`config.mk`:
```
export PLATFORM = sky130hd
export DESIGN_NAME = permutation
export DESIGN_NICKNAME = d
export VERILOG_FILES = /design/src/rtl/ascon_pkg.sv /design/src/rtl/ascon_round.sv /design/src/rtl/permutation.sv
export SDC_FILE = /design/constraint.sdc
export NUM_CORES = 2
export LEC_CHECK = 0
export CORE_ASPECT_RATIO = 1.2
export CORE_UTILIZATION = 47
export CTS_CLUSTER_DIAMETER = 150
export DETAILED_ROUTE_END_ITERATION = 8
export GPL_TIMING_DRIVEN = 0
export PLACE_DENSITY = 0.76
export SLEW_MARGIN = 20
export SYNTH_ARGS = -nofsm -noshare
export SYNTH_HDL_FRONTEND = slang
export SYNTH_SLANG_ARGS = --single-unit
```
`constraint.sdc`:
```
create_clock -name clk -period 45 [get_ports clk]
set_input_delay 6.75 -clock clk [delete_from_list [all_inputs] [get_ports clk]]
set_output_delay 6.75 -clock clk [all_outputs]
set_load 0.02 [all_outputs]
```
`src/rtl/ascon_pkg.sv`:
```
// Shared types and constants for the ASCON-p permutation core.
// The state struct keeps x0 in the most significant word so it maps directly onto the 320-bit bus.
package ascon_pkg;

    localparam int MAX_ROUNDS = 12;

    typedef struct packed {
        logic [63:0] x0;
        logic [63:0] x1;
        logic [63:0] x2;
        logic [63:0] x3;
        logic [63:0] x4;
    } state_t;

    localparam logic [7:0] ROUND_CONST [0:MAX_ROUNDS-1] = '{
        8'hf0, 8'he1, 8'hd2, 8'hc3, 8'hb4, 8'ha5,
        8'h96, 8'h87, 8'h78, 8'h69, 8'h5a, 8'h4b
    };

    // Linear-layer rotate-right amounts, two per word
    localparam int unsigned ROT_X0_A = 19;
    localparam int unsigned ROT_X0_B = 28;
    localparam int unsigned ROT_X1_A = 61;
    localparam int unsigned ROT_X1_B = 39;
    localparam int unsigned ROT_X2_A = 1;
    localparam int unsigned ROT_X2_B = 6;
    localparam int unsigned ROT_X3_A = 10;
    localparam int unsigned ROT_X3_B = 17;
    localparam int unsigned ROT_X4_A = 7;
    localparam int unsigned ROT_X4_B = 41;

    function automatic logic [63:0] ror(input logic [63:0] x, input int unsigned n);
        return (x >> n) | (x << (64 - n));
    endfunction

endpackage

```
`src/rtl/ascon_round.sv`:
```
// One combinational ASCON round: constant addition, bitsliced S-box, linear diffusion.
module ascon_round
    import ascon_pkg::*;
(
    input  state_t     s_in,
    input  logic [7:0] rc,
    output state_t     s_out
);

    logic [63:0] a0, a1, a2, a3, a4;
    logic [63:0] b0, b1, b2, b3, b4;
    logic [63:0] c0, c1, c2, c3, c4;

    assign a0 = s_in.x0 ^ s_in.x4;
    assign a1 = s_in.x1;
    assign a2 = s_in.x2 ^ {56'h0, rc} ^ s_in.x1;
    assign a3 = s_in.x3;
    assign a4 = s_in.x4 ^ s_in.x3;

    // x_k ^= ~x_(k+1) & x_(k+2), all on pre-update values
    assign b0 = a0 ^ (~a1 & a2);
    assign b1 = a1 ^ (~a2 & a3);
    assign b2 = a2 ^ (~a3 & a4);
    assign b3 = a3 ^ (~a4 & a0);
    assign b4 = a4 ^ (~a0 & a1);

    assign c0 = b0 ^ b4;
    assign c1 = b1 ^ b0;
    assign c2 = ~b2;
    assign c3 = b3 ^ b2;
    assign c4 = b4;

    assign s_out.x0 = c0 ^ ror(c0, ROT_X0_A) ^ ror(c0, ROT_X0_B);
    assign s_out.x1 = c1 ^ ror(c1, ROT_X1_A) ^ ror(c1, ROT_X1_B);
    assign s_out.x2 = c2 ^ ror(c2, ROT_X2_A) ^ ror(c2, ROT_X2_B);
    assign s_out.x3 = c3 ^ ror(c3, ROT_X3_A) ^ ror(c3, ROT_X3_B);
    assign s_out.x4 = c4 ^ ror(c4, ROT_X4_A) ^ ror(c4, ROT_X4_B);

endmodule

```
`src/rtl/permutation.sv`:
```
// Iterative ASCON-p core: one round per clock, rounds index from 12-a up to 11.
// State | meaning: IDLE = waiting for start; RUN = applying rounds, busy high.
module permutation #(
    parameter int MAX_ROUNDS = 12
) (
    input  logic         clk,
    input  logic         rst,
    input  logic         start,
    input  logic [3:0]   rounds,
    input  logic [319:0] in,
    output logic [319:0] out,
    output logic         busy,
    output logic         done
);
    import ascon_pkg::*;

    typedef enum logic {IDLE, RUN} fsm_t;

    localparam logic [3:0] LAST_IDX = 4'(MAX_ROUNDS - 1);
    localparam logic [3:0] END_IDX  = 4'(MAX_ROUNDS);

    fsm_t       fsm;
    state_t     st;
    state_t     st_next;
    logic [3:0] idx;
    logic [3:0] a_clamped;
    logic [7:0] rc;

    assign a_clamped = (rounds > END_IDX) ? END_IDX : rounds;
    // idx == END_IDX only happens for a zero-round run; no constant is used then
    assign rc = (idx < END_IDX) ? ROUND_CONST[idx] : 8'h00;

    ascon_round u_round (
        .s_in  (st),
        .rc    (rc),
        .s_out (st_next)
    );

    always_ff @(posedge clk or posedge rst) begin
        if (rst) begin
            fsm  <= IDLE;
            st   <= '0;
            idx  <= '0;
            out  <= '0;
            busy <= 1'b0;
            done <= 1'b0;
        end else begin
            done <= 1'b0;
            case (fsm)
                IDLE: begin
                    if (start) begin
                        st   <= state_t'(in);
                        idx  <= END_IDX - a_clamped;
                        busy <= 1'b1;
                        fsm  <= RUN;
                    end
                end
                RUN: begin
                    if (idx >= END_IDX) begin
                        out  <= st;
                        done <= 1'b1;
                        busy <= 1'b0;
                        fsm  <= IDLE;
                    end else begin
                        st  <= st_next;
                        idx <= idx + 4'd1;
                        if (idx == LAST_IDX) begin
                            out  <= st_next;
                            done <= 1'b1;
                            busy <= 1'b0;
                            fsm  <= IDLE;
                        end
                    end
                end
                default: fsm <= IDLE;
            endcase
        end
    end

endmodule

```
==> results_dict.tcl <==
set metrics [dict create \
    postSynth.asyncResetShare_pct 100 \
    post_dp_cell_area_mm2 0.0522 \
    final_max_slew_viol_count 0 \
    min_period_over_period_pct 20.6 \
    cts.repair.resized 0 \
    cp_slowest_cell "clkbuf_1" \
    drt.antenna.violating_nets 0 \
    initial_utilization_pct 47.7 \
    worst_hold_path_type "flop to flop" \
    total_wire_length_um 248000 \
    post_cts_buffers 0 \
    grt_pass1_wl_um 331000 \
    remaining_drc_errors 0 \
    syn_to_layout_area_delta_pct 26.1 \
    criticalPathCategory "primary input to flop" \
    synth_area_per_inst_um2 9.24 \
    rsz0062_at_grt "no" \
    place.detailed.instances 6603 \
    gpl.final_weighted_congestion 1.14 \
    yosys.cell_types.count 45 \
    critical_path.endpoint_type "flop" \
    syn_area_mm2 0.0435 \
    final_common_cell "xnor2_1" \
    crit_path_max_incr_delay_ns 0.72 \
    path_common_cell "clkbuf_2" \
    clkSlewWorstSetupHoldPaths_ns 0.06 \
    number_of_antenna_violations_at_the_first_check_in_global_routing 26 \
    count_of_flip_flops_with_a_built_in_enable_after_synthesis 0 \
    dominant_synthesized_flop_cell "dfrtp_1" \
    start_kind "primary input" \
    worstMarginPinSlew_ns 1.41 \
    post_route_cells_drive_above_1_share_pct 6.38 \
    status "finished, final reports clean" \
    cts.sinks 647 \
    finish.cell_count_without_fillers 6751 \
    post_drt_via_cell_ratio 6.35 \
    die-area_mm2 0.0938 \
    cts.hold.buffers_added 0 \
    final_setup_fails 0 \
    worst_clock_skew_ns 0.0377 \
    grt_start_max_net_pins 102 \
    clock_tree.htree_level_count 3 \
    postSynthNetCount 5167 \
    cts_max_path_buffers 3 \
    fmax_mhz 108 \
    iteration_0_drc_markers 6497 \
    synth-warning-count 0 \
    yosysSeqAreaShare_pct 37.2 \
    critical_path.cell_chain "clkbuf_2 -> buf_16 -> clkbuf_2 -> clkbuf_2 -> clkbuf_1 -> a211oi_1 -> a21oi_1" \
    design.core.area_mm2 0.0913 \
    highest_count_cells_in_the_layout_ignoring_fill_and_taps "xnor2_1 (757), dfrtp_1 (647), clkdlybuf4s50_1 (647), nand2_1 (482), nor2_1 (444)" \
    globalRouteOverflowTotal 0 \
    final_hold_viol_count 0 \
    die_width_um 280 \
    cts_tree "yes" \
    filler_cell_count 8153 \
    insertion_delay_ns 0.67 \
    number_of_port_buffers 647 \
    tns_ns 0 \
    dieHeight_um 335 \
    final_area_mm2 0.0549 \
    post_synthesis_instance_total 4710 \
    slew_headroom_pct 5.31 \
    detail_route.wl_per_cell_um 36.7 \
    critical_path_required_ns 45.58 \
    timing.max_cap.violations 0 \
    drt_first_pass_iters 8 \
    number_of_global_route_vias_before_repair 40888 \
    dp.final_hpwl_um 200000 \
    finalNetCount 5905 \
    cts-buffers-inserted 73 \
    num_vias 42899 \
    final_period_minus_worst_setup_slack_ns 9.26 \
    clock_tree_root "clkbuf_16" \
    grt_use_total_pct 51.9 \
    synth-seq-cells 647 \
    worst_ep_arrival_time_ns 9.83 \
    placementRows 121 \
    timing.critical_path.fanout_max 10 \
    pin_count 649 \
]
[cells in the mapped netlist, types with 2 or more instances]
| cell type | number | area share, % |
|---|---|---|
| a21oi_1 | 297 | 3.4 |
| inv_2 | 2 | 0.017 |
| o22ai_1 | 5 | 0.072 |
| nand3_1 | 30 | 0.35 |
| mux2i_1 | 124 | 2.9 |
| a221oi_1 | 43 | 0.87 |
| nand2_1 | 482 | 4.2 |
| ha_1 | 130 | 3.7 |
| buf_1 | 22 | 0.19 |
| a31oi_1 | 2 | 0.029 |
| a21oi_2 | 3 | 0.060 |
| mux2_2 | 27 | 0.70 |
| a211oi_1 | 196 | 3.4 |
| o21a_1 | 3 | 0.052 |
| nor2_1 | 444 | 3.8 |
| maj3_1 | 64 | 1.5 |
| buf_2 | 44 | 0.51 |
| a21o_1 | 2 | 0.034 |
| o221ai_1 | 10 | 0.20 |
| xor2_1 | 198 | 4.0 |
| nor3_1 | 46 | 0.53 |
| and2_1 | 2 | 0.029 |
| inv_1 | 193 | 1.7 |
| o32ai_1 | 69 | 1.4 |
| o21ai_1 | 267 | 3.1 |
| xnor3_1 | 40 | 2.1 |
| dfrtp_1 | 647 | 37 |
| o31ai_1 | 46 | 0.79 |
| xor3_1 | 8 | 0.44 |
| nor2b_1 | 63 | 0.91 |
| buf_4 | 4 | 0.069 |
| xnor2_2 | 60 | 2.2 |
| xor2_2 | 3 | 0.11 |
| xnor2_1 | 804 | 16 |
| clkbuf_1 | 201 | 1.7 |
| nand2b_1 | 2 | 0.029 |
| o21ai_0 | 119 | 1.4 |
[kinds of logic (layout without fill, tap and decap cells)]
| logic type | Yosys count | in the layout | share of synthesized area (%) |
|---|---|---|---|
| xor gates and xnor gates | 1114 | 1114 | 25.1 |
| and+or+nand+nor | 1071 | 1071 | 9.86 |
| AOI/OAI and AO/OA | 1065 | 1065 | 14.8 |
| DFF | 647 | 647 | 37.2 |
| buffers and inverters | 466 | 1257 | 4.18 |
| adders and majority gates | 194 | 194 | 5.21 |
| muxes | 153 | 153 | 3.63 |
| other | 0 | 20 | 0 |
[worst max-delay path, delay by kind of cell]
family	cells	cell delay, ns
buf+inv	5	2.62
compound gates	2	0.38
[per-layer routing]
layer,routed length [um],global-route usage [%]
met1,87900,61.9
met2,105000,76.3
met3,29700,15.7
met4,25300,44.3
met5,27,0
[final timing paths]
check	from	endpoint	cells after the start	slack, ns
worst max-delay path	start	st[37]	7	35.74
worst min-delay path	out[254]	out[254]	2	0.48
worst max register to register	fsm	out[162]	10	40.51
worst min register to register	out[254]	out[254]	2	0.48
max in group asynchronous	rst	st[47]	4	36.92
min in group asynchronous	rst	out[74]	2	6.58
[sequential cells by signal (all words and copies together), names as in the netlist]
signal	flops
out	320
idx	4
busy	1
fsm	1
st	320
done	1
[area by class of cell]
class | count | area [um^2] | share of cell area (%)
sequential | 647 | 16200 | 29.5
antenna | 20 | 50.0 | 0.0912
multi-input combinational | 3597 | 25900 | 47.2
inverter | 195 | 739 | 1.35
clock inverter | 34 | 440 | 0.803
tap | 1230 | 1540 | 2.81
timing repair buffer | 663 | 6820 | 12.4
buffer | 271 | 1100 | 2.01
clock buffer | 94 | 2100 | 3.83
[per-stage QoR]
step / worst slack [ns] / hold WS, ns / utilization, %
6_report: 35.74 / 0.481 / 60.1
4_1_cts: 36.08 / 0.481 / 60.0
2_1_floorplan: 20.12 / 0.504 / -
3_5_place_dp: 35.40 / 0.467 / 57.2
3_3_place_gp: 11.24 / 0.462 / 56.4
5_1_grt: 35.93 / 0.497 / 60.1
Power is left out: the tool's default activity adds up to more than one toggle a clock period on the data nets, which glitch-free logic cannot reach.
